[config.mk]
export PLATFORM = sky130hd
export DESIGN_NAME = nes_controller_reader_flat
export DESIGN_NICKNAME = d
export VERILOG_FILES = /design/src/rtl/nes_controller_reader_if.sv /design/src/rtl/nes_controller_reader.sv /design/src/flat_wrapper.sv
export SDC_FILE = /design/constraint.sdc
export NUM_CORES = 1
export LEC_CHECK = 0
export CORE_MARGIN = 8
export CORE_UTILIZATION = 33
export DETAILED_ROUTE_END_ITERATION = 6
export GPL_TIMING_DRIVEN = 0
export HOLD_SLACK_MARGIN = 0.12
export PLACE_DENSITY_LB_ADDON = 0.25
export SLEW_MARGIN = 20
export SYNTH_ARGS = -nofsm -noshare
export SYNTH_HDL_FRONTEND = slang
export SYNTH_SLANG_ARGS = --single-unit
[constraint.sdc]
create_clock -name clk_i -period 2.1 [get_ports clk_i]
set_input_delay 0.315 -clock clk_i [delete_from_list [all_inputs] [get_ports clk_i]]
set_output_delay 0.315 -clock clk_i [all_outputs]
set_load 0.01 [all_outputs]
[src/rtl/nes_controller_reader_if.sv]
`default_nettype none
// ============================================================================
// Module   : nes_controller_reader_if
// Brief    : Host/pad-side signal bundle of the NES controller reader.
// Revision : 1.0 - initial release
// ============================================================================
interface nes_controller_reader_if;
  logic       start_i;
  logic       nes_data_ni;
  logic       nes_latch_o;
  logic       nes_clk_o;
  logic [7:0] buttons_o;
  logic       valid_o;
  logic       busy_o;

  // master: the host/pad environment; slave: the reader itself
  modport master (
    output start_i,
    output nes_data_ni,
    input  nes_latch_o,
    input  nes_clk_o,
    input  buttons_o,
    input  valid_o,
    input  busy_o
  );

  modport slave (
    input  start_i,
    input  nes_data_ni,
    output nes_latch_o,
    output nes_clk_o,
    output buttons_o,
    output valid_o,
    output busy_o
  );
endinterface
`default_nettype wire

[src/rtl/nes_controller_reader.sv]
`default_nettype none
// ============================================================================
// Module   : nes_controller_reader
// Brief    : Console-side NES pad reader; drives latch/shift clock and returns
//            the 8 buttons active-high, one frame per start or poll tick.
// Revision : 1.0 - initial release
// ============================================================================
module nes_controller_reader #(
  parameter int HALF_CYCLES = 8,
  parameter int POLL_CYCLES = 0,
  parameter int SYNC_STAGES = 2
) (
  input  logic                     clk_i,
  input  logic                     rst_ni,
  nes_controller_reader_if.slave   bus
);

  localparam logic [2:0] S_IDLE  = 3'd0;
  localparam logic [2:0] S_LATCH = 3'd1;
  localparam logic [2:0] S_LOW   = 3'd2;
  localparam logic [2:0] S_HIGH  = 3'd3;
  localparam logic [2:0] S_DONE  = 3'd4;

  localparam int              PH_W      = (HALF_CYCLES > 1) ? $clog2(HALF_CYCLES) : 1;
  localparam logic [PH_W-1:0] C_PH_LAST = PH_W'(HALF_CYCLES - 1);
  localparam logic [4:0]      C_HC_LAST = 5'd17;

  logic [2:0]             state_q, state_d;
  logic [PH_W-1:0]        ph_q, ph_d;
  logic [4:0]             hc_q, hc_d;
  logic [7:0]             shift_q, shift_d;
  logic [7:0]             buttons_q, buttons_d;
  logic                   latch_q, latch_d;
  logic                   nclk_q, nclk_d;
  logic                   valid_q, valid_d;
  logic                   busy_q, busy_d;
  logic [SYNC_STAGES-1:0] sync_q;
  logic                   poll_expire;
  logic                   trigger;
  logic                   sample;

  generate
    if (SYNC_STAGES == 1) begin : g_sync_single
      always_ff @(posedge clk_i or negedge rst_ni) begin
        if (!rst_ni) sync_q <= '0;
        else         sync_q <= bus.nes_data_ni;
      end
    end else begin : g_sync_chain
      always_ff @(posedge clk_i or negedge rst_ni) begin
        if (!rst_ni) sync_q <= '0;
        else         sync_q <= {sync_q[SYNC_STAGES-2:0], bus.nes_data_ni};
      end
    end
  endgenerate

  // Free-running poll timer; its wrap is a trigger only if it lands while idle.
  generate
    if (POLL_CYCLES != 0) begin : g_poll
      localparam int                POLL_W      = (POLL_CYCLES > 1) ? $clog2(POLL_CYCLES) : 1;
      localparam logic [POLL_W-1:0] C_POLL_LAST = POLL_W'(POLL_CYCLES - 1);
      logic [POLL_W-1:0] poll_q;

      always_ff @(posedge clk_i or negedge rst_ni) begin
        if (!rst_ni)                    poll_q <= '0;
        else if (poll_q == C_POLL_LAST) poll_q <= '0;
        else                            poll_q <= poll_q + POLL_W'(1);
      end

      assign poll_expire = (poll_q == C_POLL_LAST);
    end else begin : g_no_poll
      assign poll_expire = 1'b0;
    end
  endgenerate

  assign trigger = bus.start_i | poll_expire;

  always_ff @(posedge clk_i or negedge rst_ni) begin
    if (!rst_ni) begin
      state_q   <= S_IDLE;
      ph_q      <= '0;
      hc_q      <= '0;
      shift_q   <= '0;
      buttons_q <= '0;
      latch_q   <= 1'b0;
      nclk_q    <= 1'b0;
      valid_q   <= 1'b0;
      busy_q    <= 1'b0;
    end else begin
      state_q   <= state_d;
      ph_q      <= ph_d;
      hc_q      <= hc_d;
      shift_q   <= shift_d;
      buttons_q <= buttons_d;
      latch_q   <= latch_d;
      nclk_q    <= nclk_d;
      valid_q   <= valid_d;
      busy_q    <= busy_d;
    end
  end

  // A frame is 18 half-periods (hc) of H cycles (ph); hc 0..2 latch,
  // even hc >= 4 shift clock high, odd hc >= 3 shift clock low.
  always_comb begin
    state_d = state_q;
    ph_d    = ph_q;
    hc_d    = hc_q;
    case (state_q)
      S_IDLE, S_DONE: begin
        ph_d    = '0;
        hc_d    = '0;
        state_d = trigger ? S_LATCH : S_IDLE;
      end
      S_LATCH, S_LOW, S_HIGH: begin
        if (ph_q != C_PH_LAST) begin
          ph_d = ph_q + PH_W'(1);
        end else if (hc_q == C_HC_LAST) begin
          ph_d    = '0;
          hc_d    = '0;
          state_d = S_DONE;
        end else begin
          ph_d = '0;
          hc_d = hc_q + 5'd1;
          if (hc_d < 5'd3)   state_d = S_LATCH;
          else if (!hc_d[0]) state_d = S_HIGH;
          else               state_d = S_LOW;
        end
      end
      default: begin
        ph_d    = '0;
        hc_d    = '0;
        state_d = S_IDLE;
      end
    endcase
  end

  // Data is taken on the last cycle of every low half-period, just before the
  // next rising shift clock; A arrives first and ends up in bit 7.
  always_comb begin
    sample    = (state_q == S_LOW) && (ph_q == C_PH_LAST);
    shift_d   = sample ? {shift_q[6:0], sync_q[SYNC_STAGES-1]} : shift_q;
    latch_d   = (state_d == S_LATCH);
    nclk_d    = (state_d == S_HIGH) || ((state_d == S_LATCH) && (hc_d == 5'd1));
    busy_d    = (state_d == S_LATCH) || (state_d == S_LOW) || (state_d == S_HIGH);
    valid_d   = (state_d == S_DONE);
    buttons_d = (state_d == S_DONE) ? ~shift_d : buttons_q;
  end

  assign bus.nes_latch_o = latch_q;
  assign bus.nes_clk_o   = nclk_q;
  assign bus.buttons_o   = buttons_q;
  assign bus.valid_o     = valid_q;
  assign bus.busy_o      = busy_q;

endmodule
`default_nettype wire

[src/flat_wrapper.sv]
// flat-port wrapper written by rule: the top's interface ports become plain ports
module nes_controller_reader_flat 
#(
  parameter int HALF_CYCLES = 8,
  parameter int POLL_CYCLES = 0,
  parameter int SYNC_STAGES = 2
)
  (clk_i, rst_ni, bus_start_i, bus_nes_data_ni, bus_nes_latch_o, bus_nes_clk_o, bus_buttons_o, bus_valid_o, bus_busy_o);
  nes_controller_reader_if bus_i ();
  input  logic clk_i;
  input  logic rst_ni;
  input wire logic [$bits(bus_i.start_i)-1:0] bus_start_i;
  input wire logic [$bits(bus_i.nes_data_ni)-1:0] bus_nes_data_ni;
  output wire logic [$bits(bus_i.nes_latch_o)-1:0] bus_nes_latch_o;
  output wire logic [$bits(bus_i.nes_clk_o)-1:0] bus_nes_clk_o;
  output wire logic [$bits(bus_i.buttons_o)-1:0] bus_buttons_o;
  output wire logic [$bits(bus_i.valid_o)-1:0] bus_valid_o;
  output wire logic [$bits(bus_i.busy_o)-1:0] bus_busy_o;
  assign bus_i.start_i = bus_start_i;
  assign bus_i.nes_data_ni = bus_nes_data_ni;
  assign bus_nes_latch_o = bus_i.nes_latch_o;
  assign bus_nes_clk_o = bus_i.nes_clk_o;
  assign bus_buttons_o = bus_i.buttons_o;
  assign bus_valid_o = bus_i.valid_o;
  assign bus_busy_o = bus_i.busy_o;
  nes_controller_reader #(.HALF_CYCLES(HALF_CYCLES), .POLL_CYCLES(POLL_CYCLES), .SYNC_STAGES(SYNC_STAGES)) u_core (.clk_i(clk_i), .rst_ni(rst_ni), .bus(bus_i));
endmodule
---- After elaboration in Yosys (flattened, before gate mapping) ----
Cells that the tools add are included.
word-level totals
  register bits after elaboration ......... 33
  output and inout port bits .............. 12
cells by class
  $add $sub $neg .......................... 2
  $lt $le $gt $ge ......................... 1
  equality and inequality tests ........... 12
  multiplexer cells ....................... 12
  bitwise operators ....................... 1
  reductions and logical operators ........ 8
operators by type and width
  cell                 count
  $mux 3               5
  $mux 5               3
  $eq 3x2->1 const B   4
  $eq 3x3->1 const B   3
  $mux 8               1
  $not 8->8            1
  $eq 3x1->1 const B   2
  $pmux 3 s2           1
  $add 5x1->5 const B  1
  $eq 5x1->1 const B   1
  $eq 5x5->1 const B   1
  $lt 5x2->1 const B   1
  $add 3x1->3 const B  1
  $logic_not 3->1      1
  $logic_or 1x1->1     3
  $ne 3x3->1 const B   1
  $reduce_or 3->1      1
  $logic_and 1x1->1    2
  $mux 1               2
  $reduce_or 2->1      1

---- Longest topological paths before layout ----
Gate-level depths: netlist of the first run.
  depth after elaboration ................. 9
  gate-level depth with buffers ........... 8
  gate-level depth less buffers ........... 8

---- Worst setup path before layout of the first run ----
Ideal clock, no wire load.
  path type ............................... register -> register
  from .................................... register u_core.ph_q[0]
  to ...................................... register u_core.nclk_q (netlist: u_core.bus.nes_clk_o)
  library setup time ...................... 73 ps
  arrival ................................. 1718 ps
  required time ........................... 2027 ps
  slack ................................... 308 ps
  stages on the path, launching flop included .. 8
  path buffers ............................ 0
  cell sequence ........................... dfrtp_1 > ha_1 > ha_1 > and3b_1 > a21oi_2 > o211ai_1 > or3b_1 > a21oi_2
on the way
  longest elaborated chain between the ends .. 6
ends and longest elaborated chain
  what                                             line                          RTL
  start, declared                                  nes_controller_reader.sv:29   logic [PH_W-1:0] ph_q, ph_d;
  start signal, assigned                           nes_controller_reader.sv:90   ph_q <= ph_d;
  $ne 3x3->1 *                                     nes_controller_reader.sv:114  if (ph_q != C_PH_LAST) begin
  $mux 3 / $mux 5 (equally long branches)          nes_controller_reader.sv:114
  $pmux 3 s2 / $mux 5 (equally long branches)      nes_controller_reader.sv:107  case (state_q)
  $eq 3x1->1 / $eq 5x1->1 (equally long branches)  nes_controller_reader.sv:142  nclk_d = (state_d == S_HIGH) || ((state_d == S_LATCH) && (hc_d == 5'd1));
  $logic_and 1x1->1                                nes_controller_reader.sv:142
  $logic_or 1x1->1 *                               nes_controller_reader.sv:142
  via u_core.nclk_d                                nes_controller_reader.sv:34   logic nclk_q, nclk_d;
  end signal, assigned                             nes_controller_reader.sv:95   nclk_q <= nclk_d;
  end, declared                                    nes_controller_reader.sv:34
Mark *: on every way through the listed nets, which the timed path passes. The rest lies on a longest branch.
A chain may end at the register's enable or synchronous reset.

---- Worst setup path in the final report of the first run ----
  from .................................... register u_core.hc_q[0]
  to ...................................... register u_core.state_q[0]
on the way
  longest elaborated chain between the ends .. 6
ends and longest elaborated chain
  what                                         line                                                        RTL
  start, declared                              nes_controller_reader.sv:30                                 logic [4:0] hc_q, hc_d;
  start signal, assigned                       nes_controller_reader.sv:81                                 hc_q <= '0;
  start signal, assigned                       nes_controller_reader.sv:91                                 hc_q <= hc_d;
  $add 5x1->5                                  nes_controller_reader.sv:122                                hc_d = hc_q + 5'd1;
  $lt 5x2->1 / $mux 1 (equally long branches)  nes_controller_reader.sv:123, nes_controller_reader.sv:124
  $mux 3                                       nes_controller_reader.sv:123                                if (hc_d < 5'd3) state_d = S_LATCH;
  $mux 3 *                                     nes_controller_reader.sv:116                                end else if (hc_q == C_HC_LAST) begin
  $mux 3 *                                     nes_controller_reader.sv:114
  $pmux 3 s2 *                                 nes_controller_reader.sv:107
  via u_core.state_d[0]                        nes_controller_reader.sv:28                                 logic [2:0] state_q, state_d;
  end signal, assigned                         nes_controller_reader.sv:89                                 state_q <= state_d;
  end, declared                                nes_controller_reader.sv:28
Marks and branches as above.

==> results of run 1 <==
[routing by layer]
layer  global-route usage [%]  wire length (um)  up-vias
met3                     4.10               169        4
met5                        0                 0        -
li1                         -                 -      496
met2                     14.6              1460       23
met1                     9.54              1300      512
met4                     4.31                31        0
[path summary, 6_finish.rpt]
check                                       from                       to  slack [ps]  cells after the start
min in group asynchronous                 rst_ni  u_core.bus.buttons_o[5]         620                      2
worst max register to register    u_core.hc_q[0]        u_core.state_q[0]         140                      6
max in group asynchronous                 rst_ni  u_core.bus.buttons_o[0]        1020                      2
worst min-delay path            u_core.sync_q[0]         u_core.sync_q[1]         370                      0
worst max-delay path              u_core.hc_q[0]        u_core.state_q[0]         140                      6
worst min register to register  u_core.sync_q[0]         u_core.sync_q[1]         370                      0
[cell usage in the layout (no fill, tap or decap), types with 2 or more instances in the layout]
| master | instances |
|---|---|
| dfrtp_1 | 33 |
| clkdlybuf4s50_1 | 14 |
| nand2_1 | 13 |
| mux2_2 | 8 |
| o21ai_0 | 8 |
| buf_4 | 6 |
| inv_1 | 6 |
| nor2_1 | 5 |
| clkbuf_8 | 5 |
| nand3_1 | 3 |
| nor3_1 | 3 |
| nand2b_1 | 3 |
| a21oi_2 | 3 |
| ha_1 | 3 |
| buf_2 | 2 |
| xor2_1 | 2 |
| nand4_1 | 2 |
| clkbuf_1 | 2 |
| nor3b_1 | 2 |
| and2_1 | 2 |
| o21a_1 | 2 |
| clkinv_2 | 2 |
[final cells by class]
class | count | area, um^2
Clock inverter | 2 | 10.0
Timing Repair Buffer | 20 | 185
Multi-Input combinational cell | 83 | 611
Buffer | 5 | 35.0
Sequential cell | 33 | 826
Clock buffer | 6 | 72.6
Tap cell | 52 | 65.1
Fill cell | 424 | 2530
Inverter | 6 | 22.5
[metrics by stage]
step | instances | util (%)
3_5_place_dp | 194 | 38.9
3_3_place_gp | 194 | 39.1
6_report | 207 | 42.0
5_1_grt | 207 | 42.0
2_1_floorplan | 127 | -
4_1_cts | 203 | 41.2
[power by group through the flow]
stage / Clock, mW / Combinational [mW] / Sequential, mW
4_1_cts: 0.462 / 0.464 / 0.766
6_report: 0.446 / 0.467 / 0.767
3_5_place_dp: 0 / 0.459 / 0.774
2_1_floorplan: 0 / 0.309 / 0.778
5_1_grt: 0.487 / 0.527 / 0.775
3_3_place_gp: 0 / 0.448 / 0.771
[critical path, stage by stage (launching register included)]
cell and delay, ps:
dfrtp_1 530, ha_1 250, nand4bb_1 200, and3_4 260, a221o_1 330, a31oi_4 220, inv_1 70
[kinds of logic (layout without fill, tap and decap cells)]
| kind of cell | count (synthesis) | in the layout |
|---|---|---|
| buf+inv | 11 | 39 |
| compound gates | 24 | 24 |
| fa+ha+maj | 4 | 4 |
| xor+xnor | 2 | 2 |
| flops | 33 | 33 |
| mux | 8 | 8 |
| simple gates | 45 | 45 |
[timing repair]
action | CTS | global route
buffers inserted | 0 | 4
endpoints found under the setup margin | 4 | 11
pin swaps | 0 | 1
gates resized for setup | 1 | 1
endpoints found under the hold margin | 33 | 0
hold buffers | 1 | 0
[registers in the layout, summed over array words and instances (netlist names)]
| name | count |
|---|---|
| u_core.bus.busy_o | 1 |
| u_core.bus.buttons_o | 8 |
| u_core.bus.nes_clk_o | 1 |
| u_core.bus.nes_latch_o | 1 |
| u_core.bus.valid_o | 1 |
| u_core.hc_q | 5 |
| u_core.ph_q | 3 |
| u_core.shift_q | 8 |
| u_core.state_q | 3 |
| u_core.sync_q | 2 |
==> metrics.md, run 1 <==
| Metric | Value |
|---|---|
| Synth Area per Inst | `11.7 um^2` |
| Final Max Slew Viols | `0` |
| Sequential area share after synthesis | `55.6%` |
| Post-layout net count | `162` |
| Synth-to-Final Area Change | `23.0%` |
| Final hold viol count | `0` |
| Final setup fails | `0` |
| Count of input and output buffers | `15` |
| Crit path kind | `reg -> reg` |
| Row count | `24` |
| Data arrival time of the worst path | `2130 ps` |
| Asr flop ratio synth | `100%` |
| CP Max Fanout | `10` |
| Clock Skew | `6.90 ps` |
| Cell taking the most area after synthesis | `dfrtp_1` |
| DR pass1 iterations | `4` |
| WP data required | `2270 ps` |
| Comb power frac | `27.8%` |
| Min cycle time layout | `1960 ps` |
| Clock Tree Buf Depth | `2` |
| First-iteration detailed-routing DRC count | `30` |
| PD cells | `919 nW/um^2` |
| Xor/xnor share of the synthesized area | `1.18%` |
| Die area | `6900 um^2` |
| Area after detailed placement | `1700 um^2` |
| Share of cells above drive strength 1 | `21.3%` |
| Post-route setup TNS | `0 ps` |
| H-tree levels | `2` |
| CORE AREA | `4350 um^2` |
| Max_cap viols | `0` |
| Synthesis Warnings | `0` |
| Post-route setup slack | `138 ps` |
| Slew @ Worst Pin | `711 ps` |
| Status | `finished clean` |
| Worst slew margin | `52.6%` |
| Cts bufs inserted | `5` |
| Vias in the first global route | `1,072` |
| DR DRC count | `0` |
| Simple-gate share of the synthesized area | `17.6%` |
| RSZ-0062 raised after global routing | `no` |
| Chip Width | `83.1 um` |
| GRT Total Usage | `8.93%` |
| Area of the mapped netlist | `1490 um^2` |
| Post-DRT Antenna Nets | `0` |
| TritonCTS clock tree | `yes` |
| Post-synth top area share | `55.6%` |
| Leading post-synthesis cells by cell area | `dfrtp_1, mux2_2, ha_1, nand2_1, o21ai_0` |
| Global-route wire length before repair | `5090 um` |
| Via count | `1,035` |
| Root Driver | `clkbuf_8` |
| Synth Area in Compound Gates | `12.3%` |
| Detailed Route WL | `2960 um` |
| GRT Residual Overflow | `0` |
| Initial antenna violation count | `0` |
| Io pins | `16` |
| Adder-cell share of the synthesized area | `3.37%` |
| Largest family of logic cells by synthesized area | `simple AND/OR/NAND/NOR gates` |
| Syn_nets | `135` |
| CTS Sinks | `33` |
| DP HPWL | `2030 um` |
| Leakage | `0.834 nW` |
| Synth Flop Type | `dfrtp_1` |
| Clk pwr share | `26.5%` |
| Largest net degree at the start of global routing | `34` |
| Initial Util | `34.1%` |
| Switching Fraction | `30.1%` |
| Fmax | `510 MHz` |
| Crit path capture type | `flip-flop` |
| Worst Hold Class | `reg -> reg` |
| Distinct cells, synth | `43` |
| Hold slack | `366 ps` |
| Syn Inst Count | `127` |
| Overall power | `1.68 mW` |
| Yosys reg bits | `33` |
| Most frequent cell after synthesis | `dfrtp_1` |
| N_diodes | `0` |
| Later-pin clock latency in the skew report | `280 ps` |
| Gpl congestion | `0.783` |
| Setup WS pre-CTS | `28.9 ps` |
| Seq pwr share | `45.7%` |
| Vias per inst | `5.00` |
| Post-synth EDFFs | `0` |
| Most instantiated cells after synthesis | `dfrtp_1, nand2_1, mux2_2, o21ai_0, inv_1` |
| CP startpoint kind | `flip-flop` |
| Clk slew on worst S/H paths | `70 ps` |
| Fin area | `1830 um^2` |
| Net switching power | `0.506 mW` |
| Max rail drop VDD | `0.514 mV` |
| WL per Instance | `14.3 um` |
| Multiplexer share of the synthesized area | `6.07%` |
| Final worst path period share | `93.4%` |
| DIE HEIGHT | `83.1 um` |
| Power Internal | `1.17 mW` |
Power figures use the tool's default switching activity.
==> run 2, diff against run 1 <==
--- a/config.mk
+++ b/config.mk
@@ -6,11 +6,13 @@
 export NUM_CORES = 1
 export LEC_CHECK = 0
 export CORE_MARGIN = 8
-export CORE_UTILIZATION = 33
+export CORE_UTILIZATION = 54
 export DETAILED_ROUTE_END_ITERATION = 6
+export GPL_ROUTABILITY_DRIVEN = 0
 export GPL_TIMING_DRIVEN = 0
 export HOLD_SLACK_MARGIN = 0.12
 export PLACE_DENSITY_LB_ADDON = 0.25
+export SETUP_SLACK_MARGIN = 0.4
 export SLEW_MARGIN = 20
 export SYNTH_ARGS = -nofsm -noshare
 export SYNTH_HDL_FRONTEND = slang
==> metrics.md, run 2 (synthesized netlist as in run 1, its figures left out) <==
| Metric | Value |
|---|---|
| Max rail drop VDD | `0.935 mV (+82%)` |
| GRT Total Usage | `15.6% (+6.7 points)` |
| Commonest non-fill, non-tap cell in the layout | `dfrtp_1` |
| GRT Residual Overflow | `0 (unchanged)` |
| Post-route setup slack | `283 ps (+146 ps)` |
| Clk slew on worst S/H paths | `90 ps (+20 ps)` |
| Count of input and output buffers | `15 (unchanged)` |
| Worst Hold Class | `reg -> reg` |
| Cts bufs inserted | `5 (unchanged)` |
| Fin area | `2000 um^2 (+9.7%)` |
| CORE AREA | `2690 um^2 (-38%)` |
| First-iteration detailed-routing DRC count | `45 (+50%)` |
| Share of cells above drive strength 1 | `37.8% (+17 points)` |
| CP startpoint kind | `flip-flop` |
| Root Driver | `clkbuf_4` |
| Commonest non-fill, non-tap cells in the layout | `dfrtp_1, buf_4, clkdlybuf4s50_1` |
| Final worst path period share | `86.5% (-6.9 points)` |
| Leakage | `0.902 nW (+8.2%)` |
| Slew @ Worst Pin | `695 ps (-16.3 ps)` |
| Post-route setup TNS | `0 ps (unchanged)` |
| Die area | `4680 um^2 (-32%)` |
| Initial antenna violation count | `0 (unchanged)` |
| WL per Instance | `17.1 um (+20%)` |
| Clock Skew | `12.2 ps (+5.31 ps)` |
| Chip Width | `68.4 um (-18%)` |
| Final setup fails | `0 (unchanged)` |
| Initial Util | `55.3% (+21 points)` |
| Row count | `19 (-21%)` |
| Post-DRT Antenna Nets | `0 (unchanged)` |
| H-tree levels | `2 (unchanged)` |
| Post-layout net count | `172 (+6.2%)` |
| Data arrival time of the worst path | `2080 ps (-50 ps)` |
| Min cycle time layout | `1820 ps (-146 ps)` |
| DP HPWL | `2080 um (+2.8%)` |
| Fmax | `550 MHz (+8.0%)` |
| Detailed Route WL | `3340 um (+13%)` |
| Io pins | `16 (unchanged)` |
| Vias per inst | `5.62 (+12%)` |
| Crit path kind | `reg -> reg` |
| Via count | `1,095 (+5.8%)` |
| Global-route wire length before repair | `5400 um (+6.2%)` |
| Largest net degree at the start of global routing | `34 (unchanged)` |
| Status | `finished clean` |
| DR pass1 iterations | `4 (unchanged)` |
| DR DRC count | `0 (unchanged)` |
| Utilization after layout | `74.6% (+33 points)` |
| Synth-to-Final Area Change | `35.0%` |
| DIE HEIGHT | `68.4 um (-18%)` |
| Vias in the first global route | `1,166 (+8.8%)` |
| Worst slew margin | `53.7% (+1.1 points)` |
| N_diodes | `0 (unchanged)` |
| PD cells | `862 nW/um^2 (-6.2%)` |
| TritonCTS clock tree | `yes` |
| CTS Sinks | `33 (unchanged)` |
| Overall power | `1.73 mW (+2.9%)` |
| Clock Tree Buf Depth | `2 (unchanged)` |
| Setup WS pre-CTS | `62.8 ps (+33.9 ps)` |
| WP data required | `2370 ps (+100 ps)` |
| Area after detailed placement | `1680 um^2 (-0.66%)` |
| CP Max Fanout | `6 (-4)` |
| Filler cells | `172 (-59%)` |
| Final hold viol count | `0 (unchanged)` |
| Later-pin clock latency in the skew report | `330 ps (+50 ps)` |
| Max_cap viols | `0 (unchanged)` |
| RSZ-0062 raised after global routing | `yes` |
| Crit path capture type | `flip-flop` |
| Final Max Slew Viols | `0 (unchanged)` |
==> run 2: critical path, stage by stage, from the launching register on <==
cell	delay [ps]
dfrtp_1	430
ha_4	180
ha_4	180
and3b_1	170
a21oi_2	160
o211ai_1	100
or3b_1	400
a21oi_2	130
==> run 2: path summary, 6_finish.rpt <==
path / depth (start not counted) / start / slack, ps / endpoint
max: 7 / u_core.ph_q[0] / 280 / u_core.bus.nes_clk_o
min: 0 / u_core.sync_q[0] / 370 / u_core.sync_q[1]
max reg2reg: 7 / u_core.ph_q[0] / 280 / u_core.bus.nes_clk_o
min reg2reg: 0 / u_core.sync_q[0] / 370 / u_core.sync_q[1]
max in group asynchronous: 2 / rst_ni / 1060 / u_core.hc_q[0]
min in group asynchronous: 2 / rst_ni / 560 / u_core.state_q[0]
==> run 2: where the power goes <==
group / switching, mW / total, mW / internal (mW)
Combinational: 0.286 / 0.605 / 0.319
Clock: 0.190 / 0.348 / 0.158
Sequential: 0.0628 / 0.776 / 0.713
==> run 2: layer usage <==
| layer | share of wire [%] | routed length, um | global-route usage (%) | up-vias |
|---|---|---|---|---|
| li1 | - | - | - | 523 |
| met1 | 42 | 1390 | 17.8 | 536 |
| met2 | 52 | 1730 | 25.6 | 23 |
| met3 | 3.1 | 103 | 5.07 | 13 |
| met4 | 3.4 | 114 | 8.18 | 0 |
| met5 | 0 | 0 | 0 | - |
==> run 2: final cells by class <==
cell class              instances  area (um^2)  area share [%]
flip-flops and latches         33          827            41.3
multi-input cells              83          752            37.5
repair buffers                 30          273            13.6
clock buffers                   7         55.1            2.75
well taps                      31         38.8            1.94
plain buffers                   5         36.3            1.81
inverters                       6         22.5            1.12
==> run 2: metrics by stage <==
step,instances,hold WS (ps)
5_1_grt,195,383
3_5_place_dp,173,357
2_1_floorplan,127,19.4
4_1_cts,193,376
6_report,195,374
3_3_place_gp,173,337
==> run 2: what timing repair did <==
| action | in CTS | in global routing |
|---|---|---|
| gates resized for setup | 17 | 23 |
| pin swaps | 12 | 6 |
| hold buffers | 1 | 0 |
| hold endpoints to repair | 33 | 0 |
| setup endpoints to repair | 23 | 23 |
| buffers inserted | 12 | 2 |
==> run 3, diff against run 2 <==
--- a/config.mk
+++ b/config.mk
@@ -5,6 +5,7 @@
 export SDC_FILE = /design/constraint.sdc
 export NUM_CORES = 1
 export LEC_CHECK = 0
+export CAP_MARGIN = 20
 export CORE_MARGIN = 8
 export CORE_UTILIZATION = 54
 export DETAILED_ROUTE_END_ITERATION = 6
==> results of run 3 <==
No change in the layout: final DEF, timing and power equal those of run 2.
